===== config.mk =====
export PLATFORM = sky130hd
export DESIGN_NAME = memoria_tabuleiro
export DESIGN_NICKNAME = d
export VERILOG_FILES = /design/src/rtl/batalha_pkg.sv /design/src/rtl/avalia_celula.sv /design/src/rtl/memoria_tabuleiro.sv
export SDC_FILE = /design/constraint.sdc
export NUM_CORES = 2
export LEC_CHECK = 0
export ABC_CLOCK_PERIOD_IN_PS = 3000
export CORE_MARGIN = 1
export CORE_UTILIZATION = 44
export CTS_CLUSTER_SIZE = 16
export DETAILED_ROUTE_END_ITERATION = 6
export DONT_BUFFER_PORTS = 1
export GPL_ROUTABILITY_DRIVEN = 0
export PLACE_DENSITY_LB_ADDON = 0.05
export SLEW_MARGIN = 20
export SYNTH_ARGS = -nofsm -noshare
export SYNTH_HDL_FRONTEND = slang
export SYNTH_SLANG_ARGS = --single-unit

===== constraint.sdc =====
create_clock -name clk -period 3 [get_ports clk]
set_clock_uncertainty 0.05 [all_clocks]
set_input_delay 0.9 -clock clk [delete_from_list [all_inputs] [get_ports clk]]
set_output_delay 0.9 -clock clk [all_outputs]
set_load 0.005 [all_outputs]

===== src/rtl/batalha_pkg.sv =====
`default_nettype none
// +----------------------------------------------------------------------+
// | batalha_pkg                                                          |
// | Shared board geometry, cell/result encodings and shot FSM states.    |
// | Rev 1.0                                                              |
// +----------------------------------------------------------------------+
package batalha_pkg;

   localparam int LINHAS      = 16;
   localparam int COLUNAS     = 12;
   localparam int BITS_CELULA = 3;
   localparam int LARG_LINHA  = COLUNAS * BITS_CELULA;
   localparam int LARG_END    = $clog2(LINHAS);

   localparam logic [1:0] CEL_AGUA         = 2'b00;
   localparam logic [1:0] CEL_SUBMARINO    = 2'b01;
   localparam logic [1:0] CEL_DESTROIER    = 2'b10;
   localparam logic [1:0] CEL_PORTA_AVIOES = 2'b11;

   localparam logic [1:0] RES_AGUA     = 2'b00;
   localparam logic [1:0] RES_ACERTO   = 2'b01;
   localparam logic [1:0] RES_REPETIDO = 2'b10;
   localparam logic [1:0] RES_INVALIDO = 2'b11;

   typedef enum logic [1:0] {
      OCIOSO    = 2'd0,
      LER       = 2'd1,
      ESCREVER  = 2'd2,
      RESPONDER = 2'd3
   } estado_t;

endpackage
`default_nettype wire


===== src/rtl/avalia_celula.sv =====
`default_nettype none
// +----------------------------------------------------------------------+
// | avalia_celula                                                        |
// | Classifies a shot on one cell of a row and builds the flagged row.   |
// | Rev 1.0                                                              |
// +----------------------------------------------------------------------+
module avalia_celula
   import batalha_pkg::*;
(
   input  logic [LARG_LINHA-1:0] i_linha,
   input  logic [3:0]            i_coluna,
   output logic [1:0]            o_resultado,
   output logic [LARG_LINHA-1:0] o_linha_nova
);

   // Row is zero-extended to 16 cells so columns 12..15 index safely.
   localparam int LARG_EXT = 16 * BITS_CELULA;

   logic [LARG_EXT-1:0]    w_ext;
   logic [5:0]             w_idx;
   logic [BITS_CELULA-1:0] w_celula;

   always_comb begin
      w_ext        = LARG_EXT'(i_linha);
      w_idx        = 6'(i_coluna) * 6'(BITS_CELULA);
      w_celula     = w_ext[w_idx +: BITS_CELULA];
      o_linha_nova = i_linha | ({{(LARG_LINHA-1){1'b0}}, 1'b1} << (w_idx + 6'd2));
      if ({1'b0, i_coluna} >= 5'(COLUNAS))
         o_resultado = RES_INVALIDO;
      else if (w_celula[2])
         o_resultado = RES_REPETIDO;
      else if (w_celula[1:0] == CEL_AGUA)
         o_resultado = RES_AGUA;
      else
         o_resultado = RES_ACERTO;
   end

endmodule
`default_nettype wire


===== src/rtl/memoria_tabuleiro.sv =====
`default_nettype none
// +----------------------------------------------------------------------+
// | memoria_tabuleiro                                                    |
// | Two-player board store: row reads, row loads, read-modify-write shot.|
// | Rev 1.0                                                              |
// +----------------------------------------------------------------------+
module memoria_tabuleiro
   import batalha_pkg::*;
(
   input  logic                  clk,
   input  logic                  reset,
   input  logic [LARG_END-1:0]   enderecoMemo,
   output logic [LARG_LINHA-1:0] dadosA,
   output logic [LARG_LINHA-1:0] dadosB,
   input  logic                  cargaEn,
   input  logic                  cargaJogador,
   input  logic [LARG_END-1:0]   cargaLinha,
   input  logic [LARG_LINHA-1:0] cargaDados,
   output logic                  cargaOk,
   input  logic                  tiroValid,
   output logic                  tiroReady,
   input  logic                  tiroJogador,
   input  logic [LARG_END-1:0]   tiroLinha,
   input  logic [3:0]            tiroColuna,
   output logic                  resultadoValid,
   output logic [1:0]            resultado
);

   estado_t               estado_q, estado_d;
   logic [LARG_LINHA-1:0] mem_a_q [LINHAS];
   logic [LARG_LINHA-1:0] mem_a_d [LINHAS];
   logic [LARG_LINHA-1:0] mem_b_q [LINHAS];
   logic [LARG_LINHA-1:0] mem_b_d [LINHAS];
   logic [LARG_LINHA-1:0] dados_a_q, dados_a_d;
   logic [LARG_LINHA-1:0] dados_b_q, dados_b_d;
   logic [LARG_LINHA-1:0] trab_q, trab_d;
   logic                  jog_q, jog_d;
   logic [LARG_END-1:0]   lin_q, lin_d;
   logic [3:0]            col_q, col_d;
   logic [1:0]            res_q, res_d;
   logic                  carga_ok_q, carga_ok_d;

   logic                  w_aceita;
   logic                  w_linha_valida;
   logic [1:0]            w_res_cel;
   logic [1:0]            w_res;
   logic [LARG_LINHA-1:0] w_linha_nova;

   avalia_celula u_avalia (
      .i_linha      (trab_q),
      .i_coluna     (col_q),
      .o_resultado  (w_res_cel),
      .o_linha_nova (w_linha_nova)
   );

   always_ff @(posedge clk) begin
      if (reset) begin
         estado_q   <= OCIOSO;
         mem_a_q    <= '{default: '0};
         mem_b_q    <= '{default: '0};
         dados_a_q  <= '0;
         dados_b_q  <= '0;
         trab_q     <= '0;
         jog_q      <= 1'b0;
         lin_q      <= '0;
         col_q      <= '0;
         res_q      <= '0;
         carga_ok_q <= 1'b0;
      end else begin
         estado_q   <= estado_d;
         mem_a_q    <= mem_a_d;
         mem_b_q    <= mem_b_d;
         dados_a_q  <= dados_a_d;
         dados_b_q  <= dados_b_d;
         trab_q     <= trab_d;
         jog_q      <= jog_d;
         lin_q      <= lin_d;
         col_q      <= col_d;
         res_q      <= res_d;
         carga_ok_q <= carga_ok_d;
      end
   end

   // RESPONDER already accepts the next shot so back-to-back shots lose no cycle.
   assign w_aceita = tiroValid && (estado_q == OCIOSO || estado_q == RESPONDER);

   always_comb begin
      estado_d = estado_q;
      case (estado_q)
         OCIOSO:    if (w_aceita) estado_d = LER;
         LER:       estado_d = ESCREVER;
         ESCREVER:  estado_d = RESPONDER;
         RESPONDER: estado_d = w_aceita ? LER : OCIOSO;
         default:   estado_d = OCIOSO;
      endcase
   end

   always_comb begin
      w_linha_valida = ({1'b0, lin_q} < (LARG_END + 1)'(LINHAS));
      w_res          = w_linha_valida ? w_res_cel : RES_INVALIDO;

      mem_a_d    = mem_a_q;
      mem_b_d    = mem_b_q;
      dados_a_d  = mem_a_q[enderecoMemo];
      dados_b_d  = mem_b_q[enderecoMemo];
      trab_d     = trab_q;
      jog_d      = jog_q;
      lin_d      = lin_q;
      col_d      = col_q;
      res_d      = res_q;
      carga_ok_d = 1'b0;

      if (w_aceita) begin
         jog_d = tiroJogador;
         lin_d = tiroLinha;
         col_d = tiroColuna;
      end

      if (estado_q == OCIOSO && cargaEn && !tiroValid) begin
         carga_ok_d = 1'b1;
         if (cargaJogador) mem_b_d[cargaLinha] = cargaDados;
         else              mem_a_d[cargaLinha] = cargaDados;
      end

      if (estado_q == LER)
         trab_d = jog_q ? mem_b_q[lin_q] : mem_a_q[lin_q];

      if (estado_q == ESCREVER) begin
         res_d = w_res;
         if (w_res == RES_AGUA || w_res == RES_ACERTO) begin
            if (jog_q) mem_b_d[lin_q] = w_linha_nova;
            else       mem_a_d[lin_q] = w_linha_nova;
         end
      end
   end

   always_comb begin
      tiroReady      = (estado_q == OCIOSO) || (estado_q == RESPONDER);
      resultadoValid = (estado_q == RESPONDER);
      resultado      = res_q;
      dadosA         = dados_a_q;
      dadosB         = dados_b_q;
      cargaOk        = carga_ok_q;
   end

endmodule
`default_nettype wire


==> summary.txt <==
Timing
  – Endpoints failing setup: 0
  – Slew HR: between 10% and 20%
  – Count of final max-slew check failures: 0
  – Hold Vio Cnt, Final: 0
  – Fmax: 341.5 MHz
  – Unrepaired setup endpoints after global routing: false
  – Fin crit period: around 2.9 ns
  – Period utilization: slightly below 100%
  – Worst Tran Pin Value: 1.295 ns
  – Total negative slack: 0 ns

Clocking
  – Clock slew at reported path FFs: ~0.060 ns
  – Clock sinks: 1274
  – TritonCTS clock tree: yes
  – Worst-case clock buffer depth: 3
  – Clock latency on the worst-skew pair: approximately 0.84 ns
  – Post_cts resized: 0
  – Clk Tree Root Cell: clkbuf_16
  – Htree depth: 4
  – CTS buffer count: roughly 160
  – Post-CTS setup buffer count: 0
  – # hold bufs at CTS: 0

Logic synthesis
  – Syn Std Cell Area: ~0.076 mm2
  – Synth top cells by count: dfxtp_1, nand2_1, mux2i_1
  – Fraction of the mapped netlist area in adder cells: less than 1%
  – Most frequent cell after synthesis: dfxtp_1
  – Synth area leaders: dfxtp_1, mux4_2, mux2i_1, mux2_2, nand2_1
  – Mapped Nets: about 7700
  – Post-synthesis mux area share: between 30 and 40%
  – Yosys top cell by area: dfxtp_1
  – Synthesized area per cell: about 10 um2
  – Complex-gate fraction of the synthesized area: between 10% and 20%
  – Synthesized instance count: ~7600
  – Synth Register Bits: approximately 1300
  – Post-Synth XOR/XNOR Area: 0.03444%
  – Simple-gate area share of the yosys netlist: 11.64%
  – Ys Warns: 0
  – Number of enable flip-flop cells after synthesis: 0
  – Synth top area share: about a third
  – Fraction of registers with async set or reset after synthesis: 0%
  – Main combinational cell family by area after synthesis: multiplexers
  – Top FF cell, synth: dfxtp_1
  – Register area share after synthesis: 33.43%
  – Netlist cell types: 60

Pwr
  – Pleak: roughly 0.033 uW
  – Pwr Total: ~46000 uW
  – Power Dens Cells: around 520 mW/mm2
  – Peak supply drop: 0.5893 mV

Critical path
  – Reg2reg path depth: 9
  – Crit path launch: col_q[0]
  – WP data arrival: 3.54 ns
  – Setup CP Type: reg2reg
  – Reg2Reg Launch Point: col_q[0]
  – Worst-path fanout max: 25
  – FF-to-FF setup slack: 0.07 ns
  – CP startpoint kind: flip-flop
  – Critical Path RT: about 3.6 ns
  – CP endpoint kind: flip-flop

Drt
  – First-pass detailed-route iteration total: 5
  – Via count: 65830
  – Vias per cell: 6.748
  – DRC: 0
  – Initial DRC Count: between 8000 and 9000
  – WL/cell: around 34 um
  – Drt total wl: around 330 mm
  – Post-route ant nets: 0

Cells and area
  – Nets: about 7400
  – Layout cell share with drive strength beyond 1: 28.57%
  – Synth-to-Final Area Change: 14.41%
  – Core Util, Final: 50.77%
  – Post-route insts no fill: between 9000 and 10000

Global routing
  – Grt ovf: 0
  – Total GRT Usage: a little under two fifths
  – First-pass GRT wire length: between 400 and 500 mm
  – Vias in the first global route: ~63000
  – Initial antenna violation count: 11
  – Largest net degree at the start of global routing: approximately 1300

Hold path
  – Worst hold path type: in2reg
  – Hold Path Stages: 1
  – Worst hold start: tiroValid

Die
  – # IOs: roughly 140
  – Total core area: around 0.17 mm2
  – Initial Utilization: 44.38%
  – Die area: ~0.18 mm2
  – Die Wd: between 400 and 500 um
  – Die Ht: around 420 um
  – Number of cell rows: about 150

Placement
  – Dpl cells: between 9000 and 10000
  – Post-detail-place hpwl: 191.7 mm
  – IO buf count: 0

Run
  – Max Cap Viol: 0

Run status
  – Status: complete, no violations
==> state kept, by name, indices dropped and copies added, names as in the netlist, 2 cells and up <==
name / cells
trab_q: 36
mem_b_q: 576
dadosB: 36
lin_q: 4
mem_a_q: 576
col_q: 4
estado_q: 2
dadosA: 36
resultado: 2
==> cell usage in the layout (no fill, tap or decap), types with 21 or more instances in the layout <==
cell	n
nand3_1	412
o22ai_1	21
buf_4	263
o31ai_1	401
buf_12	192
nand3_4	22
clkbuf_16	165
mux2i_1	787
clkbuf_8	47
clkbuf_1	39
dfxtp_1	1269
nand2_1	1053
mux2_1	101
mux2_4	50
nor3_2	32
a22o_1	29
o221ai_1	28
nor2b_1	86
a22oi_1	41
mux4_2	588
mux2_2	622
nor2_2	38
a21oi_1	543
a32o_1	23
nor2_1	289
a211oi_1	34
==> cells by family after synthesis <==
| logic type | Yosys count |
|---|---|
| adder cells (fa/ha/maj) | 14 |
| XOR/XNOR | 3 |
| multiplexers | 2148 |
| buffers and inverters | 963 |
| AND/OR/NAND/NOR | 2055 |
| AO/OA/AOI/OAI | 1189 |
| flip-flops | 1274 |
==> routing by layer <==
metal | wire, um | vias up | global-route usage, %
met5 | 34 | - | 0
met4 | 17750 | 6 | 17.77
met3 | 34120 | 915 | 8.017
met2 | 148800 | 3900 | 57.05
met1 | 133800 | 33460 | 49.97
li1 | - | 27550 | -
==> worst max-delay path, stage by stage (launching register included) <==
cell and delay [ns]:
dfxtp_1 0.38, buf_12 0.15, mux4_2 0.49, mux2_2 0.36
o2bb2ai_4 0.17, buf_12 0.18, and2_2 0.18, buf_12 0.27
buf_4 0.36, o31ai_1 0.13
==> path summary, 6_finish.rpt <==
kind	end
hold reg to reg	trab_q[9]
setup reg to reg	mem_a_q[24]
hold / removal	cargaOk
setup / recovery	mem_a_q[24]
==> where the power goes <==
group          switching (uW)  internal, uW  total [uW]
Combinational            5550          2870        8410
Clock                    8100         11500       19600
Sequential                359         17100       17500
Total                   14000         31500       45500
==> metrics by stage <==
| stage | instance area [um2] | setup WS, ns | hold slack (ns) |
|---|---|---|---|
| 3_5_place_dp | 81800 | 0.07223 | 0.4319 |
| 2_1_floorplan | 76330 | 0.01346 | 0.4058 |
| 3_3_place_gp | 81800 | 0.07096 | 0.4253 |
| 4_1_cts | 86990 | 0.04780 | 0.05740 |
| 5_1_grt | 87280 | 0.005226 | 0.08777 |
| 6_report | 87290 | 0.07138 | 0.09176 |
==> area by class of cell <==
type	count	area, um2
fill	15490	84630
multi-input combinational	5409	47550
sequential	1274	25520
timing repair buffer	467	6078
clock buffer	249	4872
tap	2310	2890
clock inverter	31	319.1
inverter	12	45.04
antenna	4	10.01
Note: power is estimated with default switching activity, not from simulation.
